[src/rtl/mem_port_arbiter.sv]
// mem_port_arbiter: round-robin arbiter and sequencer for one shared memory port.
// Latency: ack is MEM_LAT+1 edges after the grant edge; one access per MEM_LAT+3 cycles.
// Backpressure: a losing or waiting requester holds req until its ack; requests are only sampled in IDLE.
// Ports: req/we/addr/wdata per requester in, ack per requester out, rdata registered
// and valid with ack, mem_en/mem_we/mem_addr/mem_wdata to memory, mem_rdata back,
// sel drives the 2:1 datapath mux, busy is high outside IDLE.
module mem_port_arbiter #(
   parameter int DATA_W  = 16,
   parameter int ADDR_W  = 16,
   parameter int MEM_LAT = 1      // legal 1..7 so MEM_LAT-1 fits the 3-bit wait counter
) (
   input  logic              clock,
   input  logic              reset,
   input  logic              req0,
   input  logic              req1,
   input  logic              we0,
   input  logic              we1,
   input  logic [ADDR_W-1:0] addr0,
   input  logic [ADDR_W-1:0] addr1,
   input  logic [DATA_W-1:0] wdata0,
   input  logic [DATA_W-1:0] wdata1,
   output logic              ack0,
   output logic              ack1,
   output logic [DATA_W-1:0] rdata,
   output logic              busy,
   output logic              sel,
   output logic              mem_en,
   output logic              mem_we,
   output logic [ADDR_W-1:0] mem_addr,
   output logic [DATA_W-1:0] mem_wdata,
   input  logic [DATA_W-1:0] mem_rdata
);

   typedef enum logic [1:0] {
      IDLE  = 2'd0,
      ISSUE = 2'd1,
      WAIT  = 2'd2,
      RESP  = 2'd3
   } state_t;

   localparam logic [2:0] CNT_INIT = 3'(MEM_LAT - 1);

   state_t            state_q, state_d;
   logic              last_q, last_d;
   logic [2:0]        cnt_q, cnt_d;
   logic              sel_q, sel_d;
   logic              busy_q, busy_d;
   logic              mem_en_q, mem_en_d;
   logic              mem_we_q, mem_we_d;
   logic              ack0_q, ack0_d;
   logic              ack1_q, ack1_d;
   logic [ADDR_W-1:0] mem_addr_q, mem_addr_d;
   logic [DATA_W-1:0] mem_wdata_q, mem_wdata_d;
   logic [DATA_W-1:0] rdata_q, rdata_d;
   logic              winner;

   always_ff @(posedge clock or posedge reset) begin
      if (reset) begin
         state_q     <= IDLE;
         last_q      <= 1'b1;   // so requester 0 wins the first tie
         cnt_q       <= 3'd0;
         sel_q       <= 1'b0;
         busy_q      <= 1'b0;
         mem_en_q    <= 1'b0;
         mem_we_q    <= 1'b0;
         ack0_q      <= 1'b0;
         ack1_q      <= 1'b0;
         mem_addr_q  <= '0;
         mem_wdata_q <= '0;
         rdata_q     <= '0;
      end else begin
         state_q     <= state_d;
         last_q      <= last_d;
         cnt_q       <= cnt_d;
         sel_q       <= sel_d;
         busy_q      <= busy_d;
         mem_en_q    <= mem_en_d;
         mem_we_q    <= mem_we_d;
         ack0_q      <= ack0_d;
         ack1_q      <= ack1_d;
         mem_addr_q  <= mem_addr_d;
         mem_wdata_q <= mem_wdata_d;
         rdata_q     <= rdata_d;
      end
   end

   always_comb begin
      state_d     = state_q;
      last_d      = last_q;
      cnt_d       = cnt_q;
      sel_d       = sel_q;
      mem_en_d    = mem_en_q;
      mem_we_d    = mem_we_q;
      ack0_d      = ack0_q;
      ack1_d      = ack1_q;
      mem_addr_d  = mem_addr_q;
      mem_wdata_d = mem_wdata_q;
      rdata_d     = rdata_q;
      // On a tie the requester that did not win last time goes; otherwise the lone requester.
      winner      = (req0 && req1) ? ~last_q : req1;

      case (state_q)
         IDLE: begin
            if (req0 || req1) begin
               sel_d       = winner;
               last_d      = winner;
               mem_addr_d  = winner ? addr1  : addr0;
               mem_wdata_d = winner ? wdata1 : wdata0;
               mem_we_d    = winner ? we1    : we0;
               mem_en_d    = 1'b1;
               state_d     = ISSUE;
            end
         end
         ISSUE: begin
            mem_en_d = 1'b0;
            cnt_d    = CNT_INIT;
            state_d  = WAIT;
         end
         WAIT: begin
            if (cnt_q == 3'd0) begin
               // Writes leave the previously returned read data in place.
               if (!mem_we_q) begin
                  rdata_d = mem_rdata;
               end
               if (sel_q) begin
                  ack1_d = 1'b1;
               end else begin
                  ack0_d = 1'b1;
               end
               state_d = RESP;
            end else begin
               cnt_d = cnt_q - 3'd1;
            end
         end
         RESP: begin
            ack0_d  = 1'b0;
            ack1_d  = 1'b0;
            state_d = IDLE;
         end
         default: begin
            state_d = IDLE;
         end
      endcase

      busy_d = (state_d != IDLE);
   end

   assign ack0      = ack0_q;
   assign ack1      = ack1_q;
   assign rdata     = rdata_q;
   assign busy      = busy_q;
   assign sel       = sel_q;
   assign mem_en    = mem_en_q;
   assign mem_we    = mem_we_q;
   assign mem_addr  = mem_addr_q;
   assign mem_wdata = mem_wdata_q;

endmodule

[config.mk]
export PLATFORM = sky130hd
export DESIGN_NAME = mem_port_arbiter
export DESIGN_NICKNAME = d
export VERILOG_FILES = /design/src/rtl/mem_port_arbiter.sv
export SDC_FILE = /design/constraint.sdc
export NUM_CORES = 1
export LEC_CHECK = 0
export BUFFER_PORTS_ARGS = -buffer_cell sky130_fd_sc_hd__buf_2
export CAP_MARGIN = 10
export CORE_ASPECT_RATIO = 0.6
export CORE_MARGIN = 1.5
export CORE_UTILIZATION = 45
export DETAILED_ROUTE_END_ITERATION = 8
export PLACE_DENSITY = 0.82
export REMOVE_ABC_BUFFERS = 1
export SLEW_MARGIN = 20
export SYNTH_ARGS = -nofsm -noshare
export SYNTH_HDL_FRONTEND = slang
export SYNTH_SLANG_ARGS = --single-unit
export TNS_END_PERCENT = 30
[constraint.sdc]
create_clock -name clock -period 1.9 [get_ports clock]
set_input_delay 0.19 -clock clock [delete_from_list [all_inputs] [get_ports clock]]
set_output_delay 0.19 -clock clock [all_outputs]
set_load 0.005 [all_outputs]
**Word level (Yosys, flattened, before mapping)**

Index checks and enable logic that the tools add are counted.

- Input bits: 86
- Logic and storage cells: 54
- Bits in read-only memories: 0
- Latch bits: 0
- Register bits after elaboration: 60
- Memories kept: 0
- Bits in writable memories: 0

- Shift-type cells: 0
- Bitwise gates (word level): 2
- Order comparisons: 0
- Reduce and logical (&&, ||, !) cells: 14
- Multiply operators: 0
- Eq/ne operators: 8
- Mux-type cells: 17
- $add $sub $neg: 1
- Div/mod/pow operators: 0

Operator list:

| cell | count |
|---|---|
| two-way mux 16 bit | 2 |
| inequality test 2 bit, second input constant | 5 |
| AND reduction 3 bit | 3 |
| one-hot mux 2 bit (4 select lines) | 1 |
| nonzero test 2 bit | 4 |
| two-way mux 1 bit | 7 |
| one-hot mux 1 bit (2 select lines) | 3 |
| one-hot mux 3 bit (2 select lines) | 1 |
| AND reduction 2 bit | 3 |
| equality test 2 bit, second input constant | 2 |
| two-way mux 2 bit | 2 |
| zero test 3 bit | 1 |
| two-way mux 3 bit | 1 |
| subtractor 3 x 1 -> 3 bit, second input constant | 1 |
| equality test 2 x 1 -> 1 bit, second input constant | 1 |
| zero test 2 bit | 1 |
| inverter 1 bit | 2 |
| logical AND 1 bit | 1 |
| logical OR 1 bit | 1 |

**Depth between registers and ports, before layout**

Gate-level depths: netlist (run 1).

- Depth in word-level cells: 4
- Mapped depth: 8

**Worst setup path after synthesis (run 1)**

OpenSTA, ideal clock, no wires.

- Path kind: flip-flop to flip-flop
- From: register cnt_q[0]
- To: register rdata_q[0] (netlist: rdata[0])
- Arrival time: 1567 ps
- Cell stages (with the launch flop): 9
- Buffers on the path: 2
- Library setup time: 125 ps
- Slack: 208 ps
- Cells stage by stage: dfrtp_1 inv_1 ha_1 ha_1 nand2_1 or2_1 buf_6 buf_12 mux2_4

- Word-level cells in the longest chain between the ends: 2

Ends and longest elaborated chain:

| what | RTL line | RTL |
|---|---|---|
| start: declaration | 45 | `logic [2:0] cnt_q, cnt_d;` |
| start signal: assignment | 74 | `cnt_q <= cnt_d;` |
| zero test 3 bit | 120 | `if (cnt_q == 3'd0) begin` |
| AND reduction 3 bit (no line) | -- |  |
| end signal: assignment | 83 | `rdata_q <= rdata_d;` |
| end: declaration | 54 | `logic [DATA_W-1:0] rdata_q, rdata_d;` |

Every way passes these cells.
A chain may end at the register's enable or synchronous reset.

**Worst setup path in the final report (run 1)**

- From: register last_q
- To: register mem_wdata_q[11] (netlist: mem_wdata[11])

- Word-level cells in the longest chain between the ends: 3

Ends and longest elaborated chain:

| what | RTL line | RTL |
|---|---|---|
| start: declaration | 44 | `logic last_q, last_d;` |
| start signal: assignment | 73 | `last_q <= last_d;` |
| inverter 1 bit | 100 | `winner = (req0 && req1) ? ~last_q : req1;` |
| two-way mux 1 bit | 100 |  |
| two-way mux 16 bit | 108 | `mem_wdata_d = winner ? wdata1 : wdata0;` |
| end signal: assignment | 82 | `mem_wdata_q <= mem_wdata_d;` |
| end: declaration | 53 | `logic [DATA_W-1:0] mem_wdata_q, mem_wdata_d;` |

Every way passes these cells.

==> results of run 1 <==
[critical path, cell delays in order (launching register included)]
cell	delay, ns
dfstp_2	0.39
a21boi_2	0.66
buf_4	0.34
a21oi_1	0.09
a21oi_1	0.19
[layer usage]
metal,wire (um),up-vias,share of wire (%)
li1,-,1185,-
met5,0,-,0
met1,2920,1140,42
met3,722,8,10
met4,57,0,0.83
met2,3180,131,46
[synthesized netlist by cell type]
library cell,n
nand2b_1,1
nand2_1,34
dfrtp_1,59
o21ai_2,1
a211oi_1,1
or2_2,1
o21a_1,1
inv_1,9
a21boi_0,1
a31oi_1,1
a21oi_1,67
nor2_1,35
a21bo_2,1
buf_6,1
o31ai_1,1
o22ai_1,1
a21o_1,1
and2_1,1
nor3_1,1
a22o_1,2
nor2b_1,1
dfstp_2,1
clkbuf_1,1
buf_2,14
nor4b_1,1
o2bb2ai_1,3
or2_1,1
o21ai_0,2
mux2_4,10
a21boi_2,1
mux2_2,6
ha_1,6
buf_12,1
[cell type report]
| type | instances | area (um^2) | area share, % |
|---|---|---|---|
| Clock buffer | 12 | 165 | 4.45 |
| Clock inverter | 3 | 45.0 | 1.21 |
| Inverter | 9 | 33.8 | 0.910 |
| Multi-Input combinational cell | 182 | 1070 | 28.7 |
| Sequential cell | 60 | 1500 | 40.5 |
| Tap cell | 80 | 100 | 2.70 |
| Timing Repair Buffer | 149 | 798 | 21.5 |
[cells by family (layout without fill, tap and decap cells)]
| family | count (synthesis) | count (layout) |
|---|---|---|
| muxes | 16 | 16 |
| and+or+nand+nor | 76 | 76 |
| adders and majority gates | 6 | 6 |
| DFF | 60 | 60 |
| buffers and inverters | 26 | 173 |
| AOI/OAI and AO/OA | 84 | 84 |
[metrics by stage]
stage	utilization [%]	hold slack, ns
after floorplan	-	0.263
after global placement	61.5	0.227
after detailed placement	61.5	0.235
after CTS	65.4	0.0614
after global routing	65.4	0.0596
final	65.4	0.0747
[worst paths after layout]
kind / from / to / slack [ns] / cells after the start
setup reg to reg: last_q / mem_wdata[11] / 0.13 / 4
hold / removal: addr0[10] / mem_addr[10] / 0.07 / 3
setup / recovery: last_q / mem_wdata[11] / 0.13 / 4
max in group asynchronous: reset / mem_wdata[2] / 0.80 / 4
hold reg to reg: cnt_q[2] / cnt_q[2] / 0.50 / 1
min in group asynchronous: reset / rdata[2] / 0.40 / 3
[sequential cells by signal (all words and copies together), names as in the netlist]
name       flops
mem_addr      16
mem_wdata     16
rdata         16
cnt_q          3
state_q        2
ack0           1
ack1           1
busy           1
last_q         1
mem_en         1
mem_we         1
sel            1
[repair_timing]
action | in CTS | in global routing
hold buffers | 1 | 0
resized for setup | 0 | 0
endpoints found under the hold margin | 21 | 0
setup endpoints to repair | 0 | 0
[power by group through the flow]
stage                     Sequential, mW  Clock [mW]  Combinational, mW
after floorplan                     2.31           0               1.31
after global placement              2.27           0               2.38
after detailed placement            2.29           0               2.48
after CTS                           2.28        1.22               2.47
after global routing                2.36        1.29               2.73
final                               2.28        1.19               2.45
==> flow_summary.toml, run 1 <==
[status]
status = "finished clean"

[synth]
synth_top_family_by_area = "compound AO/OA/AOI/OAI gates"
syn-instance-count = 268
synth.distinct_cells = 33
synth_area_leaders = "dfrtp_1, a21oi_1, mux2_4"
synth.area.mux_share_pct = 8.04
synth_compound_area_share_pct = 17.3
synthSimpleGateAreaFrac_pct = 11.2
synth-seq-area-share_pct = 55.5
synth.top_cell.area_share_pct = 54.5
synth-xor-area-share_pct = 0
synth-seq-cells = 60
yosys_warnings = 0
syn_area_mm2 = 0.00271
synthAdderAreaFrac_pct = 2.77
syn_avg_cell_area_um2 = 10.1
yosysTopAreaCell = "dfrtp_1"

[global_route]
met2_usage_pct = 36.6
grt_use_total_pct = 21.9
antenna_found_initial = 0
grt_util_met1_pct = 26.1
grt_pass1_vias = 2280
gr-total-overflow = 0
use_met3_pct = 9.88
grt_pass1_wl_um = 10700
grt_max_degree = 35
grt_busiest_layer = "met2"

[clock_network]
worstSkewPairLatency_ns = 0.34
cts_buffers = 9
cts_tree = "built"
path_clk_slew_ns = 0.07
htree_levels = 3
cts_setup_buffers = 0
cts-root-buf = "clkbuf_8"
cts_max_path_buffers = 2
cts.sinks = 60

[route]
final_antenna_net_count = 0
dr_total_vias = 2464
route.detailed.drc = 0
drt-total-wl_um = 6880
first_pass_iters = 4
wl_per_cell_um = 13.9
routed_via_density = 4.98
drt-initial-drc-count = 116

[pwr]
p_int_mw = 3.87
vdd_drop_max_mv = 0.757
power_leakage_nw = 1.91
seq_power_share_pct = 38.5
switching_share_pct = 34.7
total_power_mw = 5.92
powerDensity_mw_per_mm2 = 1600
p_comb_share_pct = 41.4
switching_power_mw = 2.05
power.clock.fraction_pct = 20.1

[floorplanning]
io_pins = 140
start_util_pct = 47.7
placementRows = 21
die_w_um = 103
core_mm2 = 0.00568
die_y_um = 63.1
dieArea_mm2 = 0.00651

[placed_design]
dp_hpwl_um = 5140
port_buffers = 139
gp_congestion = 0.764
placed_cells = 479
place_area_mm2 = 0.00349
dpl_worst_slack_ns = 0.153

[timing]
setup_viol = 0
fin_setup_tns_ns = 0
fmax_ghz = 0.566
grt_setup_unrepaired = "no"
post-route-period-util_pct = 93.0
maxSlewViolCount = 0
finalWorstSetupSlack_ns = 0.133
skew_ns = 0.00928
worst_slew_pin_slew_ns = 0.828
relSlewSlack_pct = 44.5
hold_violations = 0
period_needed_ns = 1.77

[finish]
layout_common_cells = "buf_2, a21oi_1, dfrtp_1"
final_cell_count_no_fill = 495
nNetsFinal = 503
layout-drive-gt1-share_pct = 44.6
antenna_cells = 0
fill_cells = 459
syn_to_final_growth_pct = 37.1
final_common_cell = "buf_2"
fin_area_mm2 = 0.00371

[setup_path]
crit_type = "reg2reg"
path_max_fanout = 17
cp-start-kind = "flop"
end_kind = "flop"
worst_ep_arrival_time_ns = 2.02
worstPathRequired_ns = 2.15

[min_path]
holdCritPathClass = "in2reg"

[run]
drv_cap = 0
No activity file was read; power rests on OpenSTA's default activity.
==> inputs of run 2 (changes only) <==
--- a/config.mk
+++ b/config.mk
@@ -8,7 +8,6 @@
 export BUFFER_PORTS_ARGS = -buffer_cell sky130_fd_sc_hd__buf_2
 export CAP_MARGIN = 10
 export CORE_ASPECT_RATIO = 0.6
-export CORE_MARGIN = 1.5
 export CORE_UTILIZATION = 45
 export DETAILED_ROUTE_END_ITERATION = 8
 export PLACE_DENSITY = 0.82
==> run 2 against run 1 <==
Fmax decreased by 1.8%. Final cell count decreased by 0.20%. Global-route usage increased by 1.3 points. First-iteration DRC count decreased by 11%. Worst setup slack got worse by 0.032 ns. Via count about the same. Sequential power about the same. Wire length increased by 2.3%. Clock skew about the same. Critical path type unchanged. Critical endpoint is now mem_wdata[13]. Largest cell class unchanged. Largest power group unchanged. Highest routed layer unchanged.
==> flow_summary.toml, run 2 (synthesized netlist as in run 1, its figures left out) <==
[setup_path]
rr_worst_depth = 6
worst_ep_arrival_time_ns = 2.06
path_max_fanout = 16
end_kind = "flop"
worstPathRequired_ns = 2.17
crit_type = "reg2reg"
cp-start-kind = "flop"
rrSetupSlack_ns = 0.10

[placed_design]
dpl_worst_slack_ns = 0.138
gp_congestion = 0.744
placed_cells = 477
dp_hpwl_um = 5060
port_buffers = 139

[pwr]
vdd_drop_max_mv = 0.726
power_leakage_nw = 1.92
powerDensity_mw_per_mm2 = 1600
total_power_mw = 5.94

[clock_network]
cts.sinks = 60
htree_levels = 3
cts_setup_buffers = 0
cts-root-buf = "clkbuf_8"
path_clk_slew_ns = 0.07
cts_buffers = 9
worstSkewPairLatency_ns = 0.34
cts_tree = "built"
cts_max_path_buffers = 2

[global_route]
grt_max_degree = 61
grt_use_total_pct = 23.2
grt_pass1_vias = 2308
grt_pass1_wl_um = 10600
gr-total-overflow = 0
antenna_found_initial = 0

[route]
wl_met1_um = 2980
final_antenna_net_count = 0
first_pass_iters = 4
wl_per_cell_um = 14.2
drt-total-wl_um = 7030
route.detailed.drc = 0
routed_via_density = 4.99
top_layer = "met4"
wl_met2_um = 3270
drt-initial-drc-count = 103
met3_wirelength_um = 692
dr_total_vias = 2465

[min_path]
holdCritPathClass = "in2reg"
whs_path_depth = 3

[floorplanning]
core_mm2 = 0.00568
dieArea_mm2 = 0.00634
io_pins = 140
die_y_um = 62.1
die_w_um = 102
placementRows = 21
start_util_pct = 47.7

[timing]
period_needed_ns = 1.80
holdWs_ns = 0.0744
setup_viol = 0
skew_ns = 0.00977
finalWorstSetupSlack_ns = 0.101
fmax_ghz = 0.556
worst_slew_pin_slew_ns = 0.486
grt_setup_unrepaired = "no"
hold_violations = 0
fin_setup_tns_ns = 0
maxSlewViolCount = 0
post-route-period-util_pct = 94.7
relSlewSlack_pct = 67.5

[finish]
final_common_cell = "buf_2"
final_cell_count_no_fill = 494
layout-drive-gt1-share_pct = 44.2
antenna_cells = 0
nNetsFinal = 501
syn_to_final_growth_pct = 37.4
layout_common_cells = "buf_2, a21oi_1, dfrtp_1"

[status]
status = "finished clean"

[run]
drv_cap = 0
run 2: cell types whose count changed in the layout (fill, tap and decap cells not counted), sizes merged:
cell,previous run,this run
clkinvlp,2,1
buf,148,146
clkinv,0,2
run 2: worst max-delay path, stage by stage (launching register included):
cell	delay (ns)
dfrtp_1	0.43
inv_1	0.13
ha_1	0.32
o21a_1	0.36
buf_4	0.29
nor2_1	0.08
a21oi_1	0.12
run 2: area by class of cell:
| cell class | count | area (um^2) |
|---|---|---|
| clock buffer | 12 | 155 |
| clock inverter | 4 | 47.5 |
| fill | 460 | 1950 |
| inverter | 9 | 33.8 |
| multi-input combinational | 182 | 1070 |
| sequential | 60 | 1500 |
| tap | 80 | 100 |
| timing repair buffer | 147 | 808 |
run 2: through the flow:
| stage | utilization [%] | area, um^2 |
|---|---|---|
| 3_3_place_gp | 61.7 | 3500 |
| 2_1_floorplan | - | 2600 |
| 5_1_grt | 65.6 | 3720 |
| 6_report | 65.6 | 3720 |
| 3_5_place_dp | 61.7 | 3500 |
| 4_1_cts | 65.4 | 3710 |
run 2: final timing paths:
kind,from,to
worst max-delay path,state_q[0],mem_wdata[13]
worst min-delay path,wdata0[10],mem_wdata[10]
worst max register to register,state_q[0],mem_wdata[13]
worst min register to register,mem_en,mem_en
max in group asynchronous,reset,last_q
min in group asynchronous,reset,mem_wdata[1]
run 2: repair_timing:
action / CTS / global route
setup endpoints to repair: 0 / 1
hold buffers: 1 / 0
gates resized for setup: 0 / 1
endpoints found under the hold margin: 59 / 0
run 2: where the power goes:
group | internal (mW) | leakage [nW] | switching (mW) | total [mW]
combinational | 1.26 | 1.12 | 1.24 | 2.49
sequential | 1.92 | 0.690 | 0.365 | 2.28
clock | 0.673 | 0.102 | 0.488 | 1.16
run 2: routing by layer:
layer | track usage [%] | vias to the layer above
met3 | 10.5 | 11
met4 | 7.55 | 0
met1 | 27.5 | 1147
met5 | 0 | -
li1 | - | 1186
met2 | 38.5 | 121
==> inputs of run 3 (changes only) <==
--- a/config.mk
+++ b/config.mk
@@ -10,7 +10,7 @@
 export CORE_ASPECT_RATIO = 0.6
 export CORE_UTILIZATION = 45
 export DETAILED_ROUTE_END_ITERATION = 8
-export PLACE_DENSITY = 0.82
+export PLACE_DENSITY = 0.91
 export REMOVE_ABC_BUFFERS = 1
 export SLEW_MARGIN = 20
 export SYNTH_ARGS = -nofsm -noshare
==> run 3 against run 2 <==
Critical path depth is 1 higher. Die area stayed put. Global-route usage is 0.85 points lower. Largest cell class unchanged. Highest routed layer unchanged.
==> flow_summary.toml, run 3 (synthesized netlist as in run 1, its figures left out) <==
[status]
status = "finished clean"

[finish]
layout-drive-gt1-share_pct = 44.8
layout_common_cells = "buf_2, a21oi_1, dfrtp_1"
nNetsFinal = 505
antenna_cells = 0
final_cell_count_no_fill = 497
final_common_cell = "buf_2"
syn_to_final_growth_pct = 37.1
utilization_pct = 65.4

[run]
drv_cap = 0

[timing]
setup_viol = 0
worst_slew_pin_slew_ns = 0.674
holdWs_ns = 0.0928
fmax_ghz = 0.572
fin_setup_tns_ns = 0
skew_ns = 0.00729
period_needed_ns = 1.75
post-route-period-util_pct = 92.1
maxSlewViolCount = 0
hold_violations = 0
finalWorstSetupSlack_ns = 0.151
relSlewSlack_pct = 55.0
grt_setup_unrepaired = "no"

[route]
first_pass_iters = 4
dr_total_vias = 2435
final_antenna_net_count = 0
route.detailed.drc = 0
drt-total-wl_um = 6930
routed_via_density = 4.90
wl_per_cell_um = 13.9
drt-initial-drc-count = 125

[placed_design]
port_buffers = 139
dp_hpwl_um = 5140
placed_cells = 481
gp_congestion = 0.774
dpl_worst_slack_ns = -0.0163

[min_path]
whs_path_depth = 2
hold_end = "rdata[14]"
worstHoldStart = "mem_rdata[14]"
holdCritPathClass = "in2reg"

[setup_path]
r2r_end = "rdata[7]"
crit_type = "reg2reg"
path_depth = 7
rr_startpoint = "cnt_q[0]"
rrSetupSlack_ns = 0.15
slowest_delay_ns = 0.39
critPathTopFamily = "flip-flops"
slowest_stage = "dfrtp_1"
worstPathRequired_ns = 2.10
crit_buf_inv = 2
path_common_cell = "ha_1"
end_kind = "flop"
path_max_fanout = 16
cp-start-kind = "flop"
worst_ep_arrival_time_ns = 1.95
rr_worst_depth = 7
path_cells = "inv_1, ha_1, ha_1, nand2_1, or2_1, buf_12, mux2_4"

[clock_network]
cts_max_path_buffers = 2
cts_setup_buffers = 0
htree_levels = 3
cts_tree = "built"
worstSkewPairLatency_ns = 0.32
cts.sinks = 60
path_clk_slew_ns = 0.07
cts-root-buf = "clkbuf_8"
cts_buffers = 9

[pwr]
vdd_drop_max_mv = 0.700
power_leakage_nw = 1.92
powerDensity_mw_per_mm2 = 1560

[floorplanning]
placementRows = 21
start_util_pct = 47.7
dieArea_mm2 = 0.00634
io_pins = 140
core_mm2 = 0.00568
die_w_um = 102
die_y_um = 62.1

[global_route]
grt_pass1_wl_um = 10300
grt_pass1_vias = 2259
gr-total-overflow = 0
grt_use_total_pct = 22.3
antenna_found_initial = 0
grt_max_degree = 33
==> run 3: cell types whose count changed in the layout (fill, tap and decap cells not counted) <==
cell        delta
buf_4          +5
buf_12         -1
bufinv_16      -1
clkbuf_1       -1
clkinvlp_4     +1
==> run 3: cell type report <==
cell class / count / area (um^2)
clock buffers: 11 / 151
clock inverters: 4 / 25.0
fillers: 469 / 1960
inverters: 9 / 33.8
multi-input cells: 182 / 1070
flip-flops and latches: 60 / 1500
well taps: 80 / 100
repair buffers: 151 / 826
==> run 3: worst max path at each step <==
stage / start / to / slack, ns
floorplan: cnt_q[0] / rdata[10] / -0.0008
global placement: last_q / mem_addr[8] / 0.09
detailed placement: last_q / mem_wdata[13] / -0.02
CTS: cnt_q[0] / rdata[7] / 0.15
global route: cnt_q[0] / rdata[7] / 0.02
finish: cnt_q[0] / rdata[7] / 0.15
==> run 3: what timing repair did <==
action                                 CTS  global route
resized for setup                        1             0
setup endpoints to repair                2             0
endpoints found under the hold margin   30             0
hold buffers                             1             0
==> run 3: where the power goes <==
group / internal [mW] / switching [mW] / leakage [nW]
clock: 0.532 / 0.468 / 0.0872
combinational: 1.26 / 1.24 / 1.14
sequential: 1.92 / 0.359 / 0.690
==> run 3: per-stage QoR <==
step                instance area, um^2  total power, mW
CTS                                3710             5.84
floorplan                          2600             3.61
global route                       3710             6.27
detailed placement                 3520             4.81
finish                             3710             5.78
global placement                   3520             4.67
==> run 3: layer usage <==
metal	share of wire (%)	track usage [%]	wire length [um]	vias to the layer above
met5	0	0	0	-
met4	0.63	6.53	44	0
met3	8.7	8.39	601	5
met2	45	37.9	3150	111
met1	45	27.3	3140	1129
li1	-	-	-	1190
